`config.mk`:
```
export PLATFORM = sky130hd
export DESIGN_NAME = fetch_unit
export DESIGN_NICKNAME = d
export VERILOG_FILES = /design/src/rtl/fetch_pkg.sv /design/src/rtl/fetch_unit_pc_reg.sv /design/src/rtl/fetch_unit.sv
export SDC_FILE = /design/constraint.sdc
export NUM_CORES = 1
export LEC_CHECK = 0
export ABC_AREA = 1
export CAP_MARGIN = 5
export CORE_MARGIN = 1.5
export CORE_UTILIZATION = 45
export CTS_CLUSTER_DIAMETER = 100
export DETAILED_ROUTE_END_ITERATION = 16
export GPL_ROUTABILITY_DRIVEN = 0
export PLACE_DENSITY = 0.82
export SETUP_SLACK_MARGIN = 0.02
export SLEW_MARGIN = 20
export SYNTH_ARGS = -nofsm -noshare
export SYNTH_HDL_FRONTEND = slang
export SYNTH_SLANG_ARGS = --single-unit
```
`constraint.sdc`:
```
create_clock -name clk -period 2 [get_ports clk]
set_input_delay 0.2 -clock clk [delete_from_list [all_inputs] [get_ports clk]]
set_output_delay 0.2 -clock clk [all_outputs]
set_load 0.05 [all_outputs]
```
`src/rtl/fetch_pkg.sv`:
```
// Shared types for the instruction-fetch front end: FSM state encoding and fetch stride.
// No latency or backpressure of its own; these are types and constants only.
package fetch_pkg;

    typedef enum logic [1:0] {
        IDLE  = 2'd0,
        BUSY  = 2'd1,
        FLUSH = 2'd2
    } state_e;

    localparam int unsigned INSTR_BYTES = 4;

endpackage

```
`src/rtl/fetch_unit_pc_reg.sv`:
```
// Address register with synchronous reset to RESET_VAL and a load enable.
// The new value is visible one cycle after load_i. It holds its value whenever load_i is low.
module pc_reg #(
    parameter int unsigned        ADDR_W    = 32,
    parameter logic [ADDR_W-1:0]  RESET_VAL = '0
) (
    input  logic              clk,
    input  logic              reset,
    input  logic              load_i,
    input  logic [ADDR_W-1:0] d_i,
    output logic [ADDR_W-1:0] q_o
);

    logic [ADDR_W-1:0] value_q;

    always_ff @(posedge clk) begin
        if (reset) begin
            value_q <= RESET_VAL;
        end else if (load_i) begin
            value_q <= d_i;
        end
    end

    assign q_o = value_q;

endmodule

```
`src/rtl/fetch_unit.sv`:
```
// Fetch front end: req/ack to imem, one-entry valid/ready output buffer, redirect squashes in-flight work.
// An ack lands in the buffer one cycle later. A full, unaccepted buffer blocks the next issue.
module fetch_unit
    import fetch_pkg::*;
#(
    parameter int unsigned       ADDR_W   = 32,
    parameter int unsigned       INSTR_W  = 32,
    parameter logic [ADDR_W-1:0] RESET_PC = '0
) (
    input  logic               clk,
    input  logic               reset,
    input  logic               redirect,
    input  logic [ADDR_W-1:0]  redirect_pc,
    output logic               imem_req,
    output logic [ADDR_W-1:0]  imem_addr,
    input  logic               imem_ack,
    input  logic [INSTR_W-1:0] imem_rdata,
    output logic               instr_valid,
    input  logic               instr_ready,
    output logic [INSTR_W-1:0] instr,
    output logic [ADDR_W-1:0]  instr_pc,
    output logic [ADDR_W-1:0]  pc
);

    state_e             state_q, state_d;
    logic [ADDR_W-1:0]  pc_q, pc_d, req_addr_q;
    logic               pc_load, req_load;
    logic [INSTR_W-1:0] instr_q;
    logic [ADDR_W-1:0]  instr_pc_q;
    logic               instr_valid_q, valid_d, buf_load;
    logic               slot_free;

    pc_reg #(.ADDR_W(ADDR_W), .RESET_VAL(RESET_PC)) u_pc (
        .clk    (clk),
        .reset  (reset),
        .load_i (pc_load),
        .d_i    (pc_d),
        .q_o    (pc_q)
    );

    pc_reg #(.ADDR_W(ADDR_W), .RESET_VAL(RESET_PC)) u_req_addr (
        .clk    (clk),
        .reset  (reset),
        .load_i (req_load),
        .d_i    (pc_q),
        .q_o    (req_addr_q)
    );

    assign slot_free = !instr_valid_q || instr_ready;

    always_comb begin
        state_d  = state_q;
        pc_load  = 1'b0;
        pc_d     = pc_q;
        req_load = 1'b0;
        buf_load = 1'b0;
        valid_d  = instr_valid_q && !instr_ready;

        if (redirect) begin
            // Redirect wins over everything: buffer dropped, any ack this cycle is discarded.
            pc_load = 1'b1;
            pc_d    = redirect_pc & ~ADDR_W'(3);
            valid_d = 1'b0;
            case (state_q)
                BUSY, FLUSH: state_d = imem_ack ? IDLE : FLUSH;
                default:     state_d = IDLE;
            endcase
        end else begin
            case (state_q)
                IDLE: begin
                    if (slot_free) begin
                        req_load = 1'b1;
                        state_d  = BUSY;
                    end
                end
                BUSY: begin
                    if (imem_ack) begin
                        buf_load = 1'b1;
                        valid_d  = 1'b1;
                        pc_load  = 1'b1;
                        pc_d     = req_addr_q + ADDR_W'(INSTR_BYTES);
                        state_d  = IDLE;
                    end
                end
                FLUSH: begin
                    if (imem_ack) begin
                        state_d = IDLE;
                    end
                end
                default: state_d = IDLE;
            endcase
        end
    end

    always_ff @(posedge clk) begin
        if (reset) begin
            state_q       <= IDLE;
            instr_valid_q <= 1'b0;
            instr_q       <= '0;
            instr_pc_q    <= '0;
        end else begin
            state_q       <= state_d;
            instr_valid_q <= valid_d;
            if (buf_load) begin
                instr_q    <= imem_rdata;
                instr_pc_q <= req_addr_q;
            end
        end
    end

    assign imem_req    = (state_q != IDLE);
    assign imem_addr   = req_addr_q;
    assign instr_valid = instr_valid_q;
    assign instr       = instr_q;
    assign instr_pc    = instr_pc_q;
    assign pc          = pc_q;

endmodule

```
==> impl_metrics.sql <==
INSERT INTO impl_metrics (metric_group, metric, value, unit) VALUES
('worst_setup_path', 'worstPathMaxFanout', '6', ''),
('floorplan', 'chipWidth', '117', 'um'),
('placement', 'place_hpwl', '12100', 'um'),
('floorplan', 'fp-row-count', '41', ''),
('synth', 'synth_area_leaders', 'sky130_fd_sc_hd__dfxtp_1 45%, sky130_fd_sc_hd__nand2_1 11%, sky130_fd_sc_hd__nor2_1 9.7%', ''),
('synth', 'ys_types', '29', ''),
('worst_hold_path', 'min_from', 'reset', ''),
('clocking', 'clock-root-buffer', 'sky130_fd_sc_hd__clkbuf_16', ''),
('detailed_routing', 'detailedRoute.firstPassIterationCount', '4', ''),
('detailed_routing', 'wl_met2', '8100', 'um'),
('floorplan', 'ios', '199', ''),
('detailed_routing', 'wire_per_inst', '14.5', 'um'),
('worst_setup_path', 'worstSetupStartpoint', 'u_req_addr.q_o[23]', ''),
('sta', 'min_period_over_period', '96.3', '%'),
('sta', 'finalClockSkew', '5.52', 'ps'),
('sta', 'clock.fmax', '519', 'MHz'),
('final_layout', 'final_core_util', '68.2', '%'),
('detailed_routing', 'highest_layer', 'met4', ''),
('sta', 'post-route-min-period', '1930', 'ps'),
('worst_setup_path', 'sum_of_buffers_and_inverters_on_the_critical_path', '1', ''),
('final_layout', 'antenna_cells', '0', ''),
('grt', 'via_count_of_the_first_global_routing_pass', '5692', ''),
('worst_setup_path', 'critPathKind', 'flip-flop to output port', ''),
('floorplan', 'floorplan.initialDensity', '46.2', '%'),
('final_layout', 'nets', '1086', ''),
('worst_setup_path', 'path_delay_family', 'buffers and inverters', ''),
('floorplan', 'die_y', '117', 'um'),
('synth', 'cell_type_contributing_the_most_total_cell_area_after_synthesis', 'sky130_fd_sc_hd__dfxtp_1', ''),
('worst_setup_path', 'worst_ep_required_time', '1800', 'ps'),
('placement', 'pre_cts_slack', '93.6', 'ps'),
('final_layout', 'fraction_of_final_layout_cells_with_drive_strength_greater_than_1', '7.98', '%'),
('synth', 'syn-instance-count', '823', ''),
('run', 'cap_violations', '0', ''),
('synth', 'synth_flop_cell', 'sky130_fd_sc_hd__dfxtp_1', ''),
('clocking', 'cts_sinks', '131', ''),
('sta', 'tns', '0', 'ps'),
('worst_setup_path', 'r2r-start', 'state_q[1]', ''),
('synth', 'synth-warning-count', '0', ''),
('sta', 'max_slew_margin', '60.8', '%'),
('final_layout', 'mostFrequentLayoutCells', '191 x sky130_fd_sc_hd__clkdlybuf4s50_1, 166 x sky130_fd_sc_hd__nand2_1, 150 x sky130_fd_sc_hd__nor2_1, 131 x sky130_fd_sc_hd__dfxtp_1', ''),
('detailed_routing', 'finalWirelength', '17400', 'um'),
('synth', 'syn_avg_cell_area', '7.08', 'um^2'),
('detailed_routing', 'antenna_left', '0', ''),
('floorplan', 'die_area', '13600', 'um^2'),
('placement', 'place.detailed.instances', '1167', ''),
('grt', 'grt_start_max_net_pins', '60', ''),
('detailed_routing', 'via_count', '6015', ''),
('worst_setup_path', 'setup.worst_path.end_class', 'output port', ''),
('sta', 'unrepaired_setup_endpoints_after_global_routing', 'false', ''),
('detailed_routing', 'post-route-drc-count', '0', ''),
('clocking', 'clock_latency', '420', 'ps'),
('sta', 'final-setup-viol-count', '0', ''),
('worst_hold_path', 'min-delay-path-class', 'input pin to flip-flop', ''),
('clocking', 'cts-buffers-inserted', '17', ''),
('detailed_routing', 'detailroute.wirelength.met3', '1740', 'um'),
('power', 'static-leakage-power', '0.00374', 'uW'),
('clocking', 'cts.repair_timing.setup_buffer_count', '0', ''),
('grt', 'grt_antenna_before_repair', '0', ''),
('worst_setup_path', 'arrival', '1730', 'ps'),
('clocking', 'depth_of_the_cts_h_tree', '4', ''),
('sta', 'worst_slack', '74.2', 'ps'),
('power', 'peakVddDrop', '0.621', 'mV'),
('detailed_routing', 'initialDrtViolationCount', '398', ''),
('worst_setup_path', 'timing.critical_path.cells', 'clkdlybuf4s50_1', ''),
('final_layout', 'area.growth.synth_to_final', '47.7', '%'),
('sta', 'worst-slew-pin-transition', '587', 'ps'),
('floorplan', 'fp.coreArea', '12600', 'um^2'),
('synth', 'postSynthRegisterBits', '131', ''),
('outcome', 'status', 'finished, final reports clean', ''),
('sta', 'slew_violations', '0', ''),
('synth', 'synth-seq-area-share', '45.0', '%');
==> final cells by class <==
cell class	count	area, um^2
Fill cell	1046	4010
Multi-Input combinational cell	561	2640
Sequential cell	131	2620
Timing Repair Buffer	217	2180
Clock buffer	24	502
Inverter	86	323
Tap cell	172	215
Clock inverter	8	123
==> cell usage after synthesis, drive strengths merged, types with 2 or more instances <==
| cell type | number |
|---|---|
| nor2 | 160 |
| dfxtp | 131 |
| inv | 86 |
| nand4 | 9 |
| clkbuf | 15 |
| nand3b | 6 |
| o21ai | 81 |
| a211oi | 12 |
| nand3 | 41 |
| buf | 30 |
| a31oi | 8 |
| a21oi | 47 |
| xor2 | 2 |
| nor3 | 11 |
| nand2 | 178 |
| ha | 3 |
==> metal layers <==
metal  vias to the layer above  track usage [%]
li1                       3015                -
met4                         0             10.9
met3                        24             9.17
met5                         -                0
met1                      2740             31.1
met2                       236             43.1
==> per-stage QoR <==
| stage | hold slack (ps) | cell area, um^2 |
|---|---|---|
| floorplan | 335 | 5830 |
| global placement | 451 | 7980 |
| detailed placement | 458 | 7980 |
| CTS | 270 | 8600 |
| global route | 321 | 8610 |
| finish | 287 | 8610 |
==> worst register-to-register path, delay by kind of cell (launching register included) <==
| kind | cells | cell delay [ps] |
|---|---|---|
| and+or+nand+nor | 3 | 300 |
| adders and majority gates | 1 | 170 |
| buffers and inverters | 3 | 740 |
| AOI/OAI and AO/OA | 1 | 150 |
| DFF | 1 | 330 |
==> final timing paths <==
path                  endpoint  slack [ps]  cells past startpoint
max reg2reg        u_pc.q_o[4]         230                      8
max              imem_addr[23]          70                      1
min reg2reg        instr_pc[1]         460                      2
min          u_req_addr.q_o[3]         290                      5
==> cell families after synthesis <==
logic type	synth area share, %
compound gates	13.8
xor+xnor	0.301
fa+ha+maj	0.644
buf+inv	9.68
flops	45.0
simple gates	30.5
==> power by group <==
part | leakage, uW | internal, uW | switching (uW)
clock network | 0.000298 | 2120 | 1140
registers | 0.00107 | 2750 | 128
logic | 0.00237 | 472 | 838
==> state kept, by name (all words and copies together), names as in the netlist <==
register	flops
u_req_addr.q_o	32
u_pc.q_o	32
instr_pc	32
instr	32
state_q	2
instr_valid	1
==> repair_timing <==
action	in CTS	in global routing
gates resized for setup	1	2
hold buffers	0	0
gates cloned	0	0
endpoints found under the setup margin	1	2
(Power assumes the default switching activity.)
